**src/rtl/mrtu_rx_framer.sv**
```systemverilog
// Modbus RTU receive framer: splits the UART byte stream into frames on line silence and checks each CRC-16.
// Latency: the result (frame_done/ok/len) appears GAP_TICKS bit times after the last byte, plus 2 clk.
// Backpressure: none. Bytes must arrive at least 2 clk apart, which any UART rate guarantees.

// CRC-16/MODBUS engine. Reflected polynomial 0xA001, preset 0xFFFF. Bytes are folded in LSB first.
module mrtu_mcrc (
   input  logic        clk,
   input  logic        reset,
   input  logic        i_clr,
   input  logic        i_ready,
   input  logic [7:0]  i_din,
   output logic [15:0] o_crc
);
   logic [15:0] r_crc;
   logic [15:0] w_crc_nxt;

   // Fold one byte into the running remainder, one bit per iteration
   always_comb begin
      w_crc_nxt = r_crc ^ {8'h00, i_din};
      for (int i = 0; i < 8; i++) begin
         w_crc_nxt = w_crc_nxt[0] ? ((w_crc_nxt >> 1) ^ 16'hA001) : (w_crc_nxt >> 1);
      end
   end

   // Remainder register: clear has priority over a byte strobe
   always_ff @(posedge clk or negedge reset) begin
      if (!reset) begin
         r_crc <= 16'hFFFF;
      end else if (i_clr) begin
         r_crc <= 16'hFFFF;
      end else if (i_ready) begin
         r_crc <= w_crc_nxt;
      end
   end

   assign o_crc = r_crc;
endmodule

module mrtu_rx_framer #(
   parameter int GAP_TICKS = 38,
   parameter int MAXLEN    = 256,
   parameter int LW        = 9
) (
   input  logic          clk,
   input  logic          reset,
   input  logic          tick,
   input  logic          rx_valid,
   input  logic [7:0]    rx_data,
   input  logic          rx_err,
   output logic          frame_done,
   output logic          frame_ok,
   output logic [LW-1:0] frame_len,
   output logic          busy,
   output logic [15:0]   crc
);
   localparam int GW = $clog2(GAP_TICKS + 1);

   typedef enum logic [2:0] {
      ST_SYNC,
      ST_IDLE,
      ST_RECV,
      ST_DISCARD,
      ST_DONE
   } state_t;

   state_t        r_state;
   state_t        w_state_nxt;
   logic [GW-1:0] r_gap;
   logic [LW-1:0] r_len;
   logic [LW-1:0] w_len_nxt;
   logic          r_bad;
   logic          w_bad_nxt;
   logic          r_hold_vld;
   logic [7:0]    r_hold_dat;
   logic          w_hold_ld;
   logic          r_frame_ok;
   logic [LW-1:0] r_frame_len;
   logic          w_cap;
   logic          w_crc_clr;
   logic          w_crc_rdy;
   logic [7:0]    w_crc_din;
   logic          w_rx_any;
   logic          w_gap;
   logic          w_len_full;
   logic [15:0]   w_crc;

   assign w_rx_any   = rx_valid | rx_err;
   // A byte or error on the same cycle always beats the silence timeout.
   assign w_gap      = (r_gap == GW'(GAP_TICKS)) && !w_rx_any;
   assign w_len_full = (r_len >= LW'(MAXLEN));

   // Silence timer: counts bit times since the last line activity, saturating at the gap length
   always_ff @(posedge clk or negedge reset) begin
      if (!reset) begin
         r_gap <= '0;
      end else if (w_rx_any) begin
         r_gap <= '0;
      end else if (tick && (r_gap != GW'(GAP_TICKS))) begin
         r_gap <= r_gap + GW'(1);
      end
   end

   // State register
   always_ff @(posedge clk or negedge reset) begin
      if (!reset) begin
         r_state <= ST_SYNC;
      end else begin
         r_state <= w_state_nxt;
      end
   end

   // Next state, byte routing to the CRC engine, and frame length/bad tracking
   always_comb begin
      w_state_nxt = r_state;
      w_len_nxt   = r_len;
      w_bad_nxt   = r_bad;
      w_crc_clr   = 1'b0;
      w_crc_rdy   = 1'b0;
      w_crc_din   = rx_data;
      w_hold_ld   = 1'b0;
      w_cap       = 1'b0;

      // A byte caught during DONE goes to the engine one clk late, after its clear.
      if (r_hold_vld) begin
         w_crc_rdy = 1'b1;
         w_crc_din = r_hold_dat;
      end

      case (r_state)
         ST_SYNC: begin
            w_crc_clr = 1'b1;
            if (w_gap) begin
               w_state_nxt = ST_IDLE;
            end
         end
         ST_IDLE: begin
            if (rx_valid) begin
               w_state_nxt = ST_RECV;
               w_crc_rdy   = 1'b1;
               w_crc_din   = rx_data;
               w_len_nxt   = LW'(1);
            end else if (rx_err) begin
               w_state_nxt = ST_DISCARD;
               w_len_nxt   = '0;
               w_bad_nxt   = 1'b1;
            end
         end
         ST_RECV: begin
            if (rx_valid) begin
               if (!w_len_full) begin
                  w_crc_rdy = 1'b1;
                  w_crc_din = rx_data;
                  w_len_nxt = r_len + LW'(1);
               end else begin
                  w_bad_nxt   = 1'b1;
                  w_state_nxt = ST_DISCARD;
               end
            end else if (rx_err) begin
               w_bad_nxt   = 1'b1;
               w_state_nxt = ST_DISCARD;
            end else if (w_gap) begin
               w_cap       = 1'b1;
               w_state_nxt = ST_DONE;
            end
         end
         ST_DISCARD: begin
            if (rx_valid && !w_len_full) begin
               w_len_nxt = r_len + LW'(1);
            end
            if (w_gap) begin
               w_cap       = 1'b1;
               w_state_nxt = ST_DONE;
            end
         end
         ST_DONE: begin
            w_crc_clr = 1'b1;
            w_len_nxt = '0;
            w_bad_nxt = 1'b0;
            if (rx_valid) begin
               w_state_nxt = ST_RECV;
               w_len_nxt   = LW'(1);
               w_hold_ld   = 1'b1;
            end else if (rx_err) begin
               w_state_nxt = ST_DISCARD;
               w_bad_nxt   = 1'b1;
            end else begin
               w_state_nxt = ST_IDLE;
            end
         end
         default: begin
            w_state_nxt = ST_SYNC;
         end
      endcase
   end

   // Frame bookkeeping and the one-clk hold of a byte that arrives during DONE
   always_ff @(posedge clk or negedge reset) begin
      if (!reset) begin
         r_len      <= '0;
         r_bad      <= 1'b0;
         r_hold_vld <= 1'b0;
         r_hold_dat <= '0;
      end else begin
         r_len      <= w_len_nxt;
         r_bad      <= w_bad_nxt;
         r_hold_vld <= w_hold_ld;
         if (w_hold_ld) begin
            r_hold_dat <= rx_data;
         end
      end
   end

   // Latch the verdict on entry to DONE so it is valid with frame_done and holds until the next frame
   always_ff @(posedge clk or negedge reset) begin
      if (!reset) begin
         r_frame_ok  <= 1'b0;
         r_frame_len <= '0;
      end else if (w_cap) begin
         r_frame_ok  <= (r_len >= LW'(4)) && (w_crc == 16'h0000) && !r_bad;
         r_frame_len <= r_len;
      end
   end

   mrtu_mcrc u_mcrc (
      .clk     (clk),
      .reset   (reset),
      .i_clr   (w_crc_clr),
      .i_ready (w_crc_rdy),
      .i_din   (w_crc_din),
      .o_crc   (w_crc)
   );

   assign frame_done = (r_state == ST_DONE);
   assign frame_ok   = r_frame_ok;
   assign frame_len  = r_frame_len;
   assign busy       = (r_state == ST_RECV) || (r_state == ST_DISCARD);
   assign crc        = w_crc;
endmodule

```
**config.mk**
```make
export PLATFORM = sky130hd
export DESIGN_NAME = mrtu_rx_framer
export DESIGN_NICKNAME = d
export VERILOG_FILES = /design/src/rtl/mrtu_rx_framer.sv
export SDC_FILE = /design/constraint.sdc
export NUM_CORES = 1
export LEC_CHECK = 0
export ABC_AREA = 1
export CORE_ASPECT_RATIO = 0.75
export CORE_MARGIN = 8
export CORE_UTILIZATION = 42
export CTS_CLUSTER_DIAMETER = 80
export DETAILED_ROUTE_END_ITERATION = 16
export SYNTH_ARGS = -nofsm -noshare
export SYNTH_HDL_FRONTEND = slang
export SYNTH_SLANG_ARGS = --single-unit
```
**constraint.sdc**
```tcl
create_clock -name clk -period 4.69 [get_ports clk]
set_input_delay 1.1725 -clock clk [delete_from_list [all_inputs] [get_ports clk]]
set_output_delay 1.1725 -clock clk [all_outputs]
set_load 0.02 [all_outputs]
```
### Word level (Yosys, flattened, before mapping)

Index checks and enable logic that the tools add are counted.

| operators by class | value |
|---|---|
| $add $sub $neg | 2 |
| $lt $le $gt $ge | 2 |
| eq/ne operators | 13 |
| multiplexer cells | 53 |
| bitwise gates (word level) | 10 |
| reductions and logical operators | 19 |

Operators with widths:

| kind | count |
|---|---|
| $mux W16 | 10 |
| $mux W9 | 5 |
| $pmux W9 S4 | 1 |
| $mux W8 | 4 |
| $not A2 Y3 | 8 |
| $mux W3 | 7 |
| $mux W1 | 17 |
| $logic_not A16 Y1 | 1 |
| $pmux W8 S2 | 1 |
| $xor A16 B8 Y16 | 1 |
| $pmux W3 S5 | 1 |
| $mux W6 | 2 |
| $ne A2 B2 Y1 const B | 5 |
| $add A9 B1 Y9 const B | 1 |
| $ge A9 B3 Y1 const B | 1 |
| $ge A9 B9 Y1 const B | 1 |
| $add A6 B1 Y6 const B | 1 |
| $eq A3 B2 Y1 const B | 2 |
| $eq A6 B6 Y1 const B | 1 |
| $ne A3 B3 Y1 const B | 2 |
| $ne A6 B6 Y1 const B | 1 |
| $reduce_and A3 Y1 | 2 |
| $logic_and A1 B1 Y1 | 5 |
| $reduce_and A5 Y1 | 1 |
| other kinds (13) | 18 |

| storage, ports and cells | value |
|---|---|
| bits in registers | 54 |
| input port bits | 13 |
| output and inout bits | 28 |
| word-level logic and storage cells | 108 |

### Longest topological paths before layout

| depth | value |
|---|---|
| word-level depth | 23 |
| gate-level depth with buffers | 20 |
| gate-level depth less buffers | 20 |

### Modules after synthesis

A second synthesis with hierarchy kept.

| second synthesis, totals | value |
|---|---|
| cell total of the unflattened synthesis | 472 |
| area total of the unflattened synthesis | 3435.8 um^2 |

By module, submodules not included:

| module | instances | cells each | area an instance (um^2) | sequential area each (um^2) |
|---|---|---|---|---|
| mrtu_rx_framer | 1 | 324 | 2362.3 | 950.9 |
| mrtu_mcrc | 1 | 148 | 1073.5 | 420.4 |

### Least setup slack after synthesis

No wires, ideal clock.

| timing path | value |
|---|---|
| kind | input-to-reg |
| from | input port rx_valid |
| to | register u_mcrc.r_crc[14] (netlist: u_mcrc.o_crc[14]) |
| setup time | 0.059 ns |
| arrival | 2.600 ns |
| required time | 4.631 ns |
| setup slack | 2.032 ns |
| cell stages on the path | 11 |
| buffers on the path | 0 |
| cells stage by stage | inv_2 > nor2_4 > nand3_4 > nand2_8 > nor3_4 > clkinv_1 > nand2_2 > clkinv_1 > nand3_1 > o21ai_0 > inv_1 |

| between the ends | value |
|---|---|
| word-level cells in the longest chain between the ends | 14 |
| elaborated cells between the ends (all ways) | 24 |
| those cells by class | 16 x mux; 7 x bitwise; 1 x reduce/logical |

RTL lines:

| what | line | source |
|---|---|---|
| start: declaration | 47 | `input logic rx_valid,` |
| $mux W8 (on tied branches) | 149, 137 |  |
| $pmux W8 S2 | 129 | `case (r_state)` |
| $xor A16 B8 Y16 | 19 | `w_crc_nxt = r_crc ^ {8'h00, i_din};` |
| $mux W16 or $not A2 Y3 (tied branches) (5 in series) | -- |  |
| $not A2 Y3 (no source line) or $mux W16 (tied branches) | -- |  |
| $mux W16 (3 in series) | 21 | `w_crc_nxt = w_crc_nxt[0] ? ((w_crc_nxt >> 1) ^ 16'hA001) : (w_crc_nxt >> 1);` |
| $mux W16 | 31 | `end else if (i_ready) begin` |
| $mux W16 | 29 | `end else if (i_clr) begin` |
| end signal: assignment | 32 | `r_crc <= w_crc_nxt;` |
| end: declaration | 14 | `logic [15:0] r_crc;` |

Parallel ways exist; a longest one is shown, timed or not. The select of a mux whose other input is x is not followed.
A chain may end at the register's enable or synchronous reset.

### Worst setup path after layout

| timing path | value |
|---|---|
| from | input port rx_valid |
| to | register u_mcrc.r_crc[8] (netlist: u_mcrc.o_crc[8]) |

| between the ends | value |
|---|---|
| word-level cells in the longest chain between the ends | 14 |
| elaborated cells between the ends (all ways) | 21 |
| those cells by class | 16 x mux; 4 x bitwise; 1 x reduce/logical |

RTL lines:

| what | line |
|---|---|
| $mux W8 (on tied branches) | 149, 137 |
| $pmux W8 S2 | 129 |
| $xor A16 B8 Y16 | 19 |
| $mux W16 or $not A2 Y3 (tied branches) (2 in series) | -- |
| $not A2 Y3 (no source line) or $mux W16 (tied branches) | -- |
| $mux W16 (6 in series) | 21 |
| $mux W16 | 31 |
| $mux W16 | 29 |

Parallel ways exist; a longest one is shown, timed or not. The select of a mux whose other input is x is not followed.

==> impl_metrics.csv <==
group,metric,value,unit
route,vias_per_cell,5.086,
route,drtIter0Drc,166,
clocking,cts_buffer_depth,2,
route,vias,2884,
die,chipHeight,91.72,µm
sta,rsz0062_at_grt,"false",
synth,synth_top_cell_by_area,"dfrtp_1",
placement,dp_slack,0.9012,ns
route,wl_per_cell,14.42,µm
min_path,worstHoldStart,"r_hold_dat[0]$_DFFE_PN0P_",
sta,max-slew-margin-rel,0.3636,
worst_setup_path,end_kind,"flop",
sta,timing.final.ws_setup,1.169,ns
clocking,cts_setup_buffers,0,
grt,grt_pass1_vias,2724,
worst_setup_path,r2r-start,"r_state[1]$_DFFE_PN0P_",
worst_setup_path,r2r_slack,1.93,ns
sta,tns,0,ns
clocking,cts-root-buf,"clkbuf_8",
sta,post-route-period-util,0.7507,
die,io_pins,41,
worst_setup_path,regToRegEndpoint,"u_mcrc.o_crc[0]$_DFFE_PN1P_",
synth,synthesis.nets,439,
layout,multiInputGateArea,1540,µm²
min_path,hold_class,"reg -> reg",
synth,syn_inst,422,
placement,port_buffers,40,
worst_setup_path,arrival,3.77,ns
sta,max_freq,284.0,MHz
route,drt-pass1-iter-count,5,
layout,final_layout_size_suffix_gt1_frac,0.1288,
power,ir_worst_vdd,240.3,µV
grt,grt_use_total,0.1602,
die,core_area,7365,µm²
grt,grt_pass1_wl,13.90,mm
worst_setup_path,r2r_cells,19,
placement,finalWeightedCongestion,0.8685,
synth,synth_area_per_cell,7.608,µm²
clocking,cts_made_buffers,5,
worst_setup_path,worstPathMaxFanout,10,
clocking,cts.sinks,54,
placement,dpl_cell_area,3719,µm²
synth,netlist_area,3211,µm²
die,initial_core_util,0.4359,
clocking,htreeDepth,2,
sta,slew_violations,0,
clocking,cts_hold_buffers,0,
layout,synthToLayoutAreaGrowth,18.32,%
clocking,cts_resized,0,
clocking,worstSkewPairLatency,0.30,ns
sta,holdWs,0.4935,ns
layout,layout_common_cells,"97 x nand2_1, 66 x inv_1, 44 x o21ai_0",
sta,fin_crit,3.521,ns
die,fp-row-count,27,
layout,fin_area,3799,µm²
route,totalWireLength,8.178,mm
die,die_area,10730,µm²
worst_setup_path,critical_path_class,"in -> reg",
sta,setup_viol,0,
layout,utilization,0.5158,
synth,ys_ff_latch,54,
layout,final_common_cell,"nand2_1",
route,ant_nets,0,
worst_setup_path,cp-startpoint,"rx_valid",
die,fp.dieW,117.0,µm
synth,ys_warn_count,0,
synth,yosysTopAreaCellShare,0.2962,
layout,seq_area,1371,µm²
synth,ys_seq_area_frac,0.4271,
sta,hold_violations,0,
layout,nets,482,
clocking,clkTransAtPathRegs,0.09,ns
layout,num-fill-cells,762,
clocking,cts_tree,"yes",
worst_setup_path,worstPathRequired,4.94,ns
route,drc,0,
worst_setup_path,endpoint,"u_mcrc.o_crc[8]$_DFFE_PN1P_",
grt,grt_start_max_net_pins,43,
placement,hpwl,6.439,mm
power,p_leak,1.791,nW
synth,ys_types,36,
sta,clock_skew,0.01029,ns
job,drv_cap,0,
worst_setup_path,startpoint_type,"primary input",
power,p_per_area,541.9,nW/µm²
sta,tightestPinTransition,0.9546,ns
synth,synth.area.top_cells,"dfrtp_1 30%, dfstp_2 13%, nand2_1 11%, inv_1 7.7%, o21ai_0 6.9%",
run_status,status,"completed",
grt,overflow,0,
grt,antenna_found_initial,0,
layout,n_antenna_cell,0,
==> sequential cells by signal (all words and copies together) (netlist names) <==
name / count
frame_ok: 1
r_gap: 6
r_len: 9
r_bad: 1
r_hold_vld: 1
r_hold_dat: 8
u_mcrc.o_crc: 16
frame_len: 9
r_state: 3
==> worst max-delay path, cell delays in order <==
cell and delay, ns:
clkdlybuf4s50_1 0.55, inv_2 0.19, nor2_4 0.06, nand3_4 0.15, nand2_8 0.11, nor3_4 0.31, clkinv_1 0.36, nand2_2 0.26
clkinv_1 0.28, o21ai_0 0.16, o22ai_1 0.10, inv_1 0.06
==> area by class of cell <==
class / count / area share
clock buffers: 8 / 0.02108
inverters: 74 / 0.07312
multi-input cells: 289 / 0.4055
flip-flops and latches: 54 / 0.3610
well taps: 101 / 0.03327
repair buffers: 41 / 0.1061
==> power breakdown <==
group	internal [mW]	switching, mW	total [mW]
registers	0.598	0.0899	0.688
logic	0.393	0.724	1.12
clock network	0.107	0.146	0.253
total	1.10	0.960	2.06
==> per-layer routing <==
| layer | vias to the layer above | wire, µm | track usage | part of all wire |
|---|---|---|---|---|
| li1 | 1468 | - | - | - |
| met1 | 1345 | 4390 | 0.2542 | 0.54 |
| met2 | 69 | 3229 | 0.2205 | 0.39 |
| met3 | 2 | 528 | 0.03143 | 0.065 |
| met4 | 0 | 29 | 0.01913 | 0.0035 |
| met5 | - | 0 | 0 | 0 |
==> Yosys cell counts <==
library cell and n:
o31ai_1 2, xor2_2 1, nand2_2 11, clkinv_1 2, nor3_1 10, inv_1 66
nand3_4 1, o22ai_1 10, nor2_2 4, nand2_8 1, nor3_4 1, a21oi_2 1
a221oi_1 1, inv_2 6, a21oi_1 13, nand2_1 97, nor2_1 19, dfstp_2 16
o21ai_2 1, nor3_2 2, nand3_1 31, o211ai_1 1, o21ai_0 44, clkbuf_1 3
buf_2 2, nor3b_1 4, xor2_1 3, nand4_1 9, nor4_1 3, a22oi_1 6
ha_1 4, nand3_2 3, dfrtp_1 38, and3_1 1, nor2_4 1, nand2_4 4
==> kinds of logic after synthesis <==
family,share of synthesized area
adder cells (fa/ha/maj),0.01559
AND/OR/NAND/NOR,0.3133
XOR/XNOR,0.01325
flip-flops,0.4271
buffers and inverters,0.09314
AO/OA/AOI/OAI,0.1376
==> per-stage QoR <==
stage                     cells  power [mW]
after floorplan             422       1.463
after CTS                   567       2.069
after global placement      559       1.796
after detailed placement    559       1.810
final                       567       2.058
after global routing        567       2.232
==> how the worst min path moves through the flow <==
stage / to / slack (ns) / depth (start not counted)
2_1_floorplan: r_hold_dat[0]$_DFFE_PN0P_ / 0.45 / 2
3_3_place_gp: frame_len[0]$_DFFE_PN0P_ / 0.47 / 2
3_5_place_dp: frame_len[3]$_DFFE_PN0P_ / 0.47 / 2
4_1_cts: frame_len[3]$_DFFE_PN0P_ / 0.50 / 2
5_1_grt: r_hold_dat[5]$_DFFE_PN0P_ / 0.52 / 2
6_report: r_hold_dat[0]$_DFFE_PN0P_ / 0.49 / 2
No activity file was read; power rests on OpenSTA's default activity.
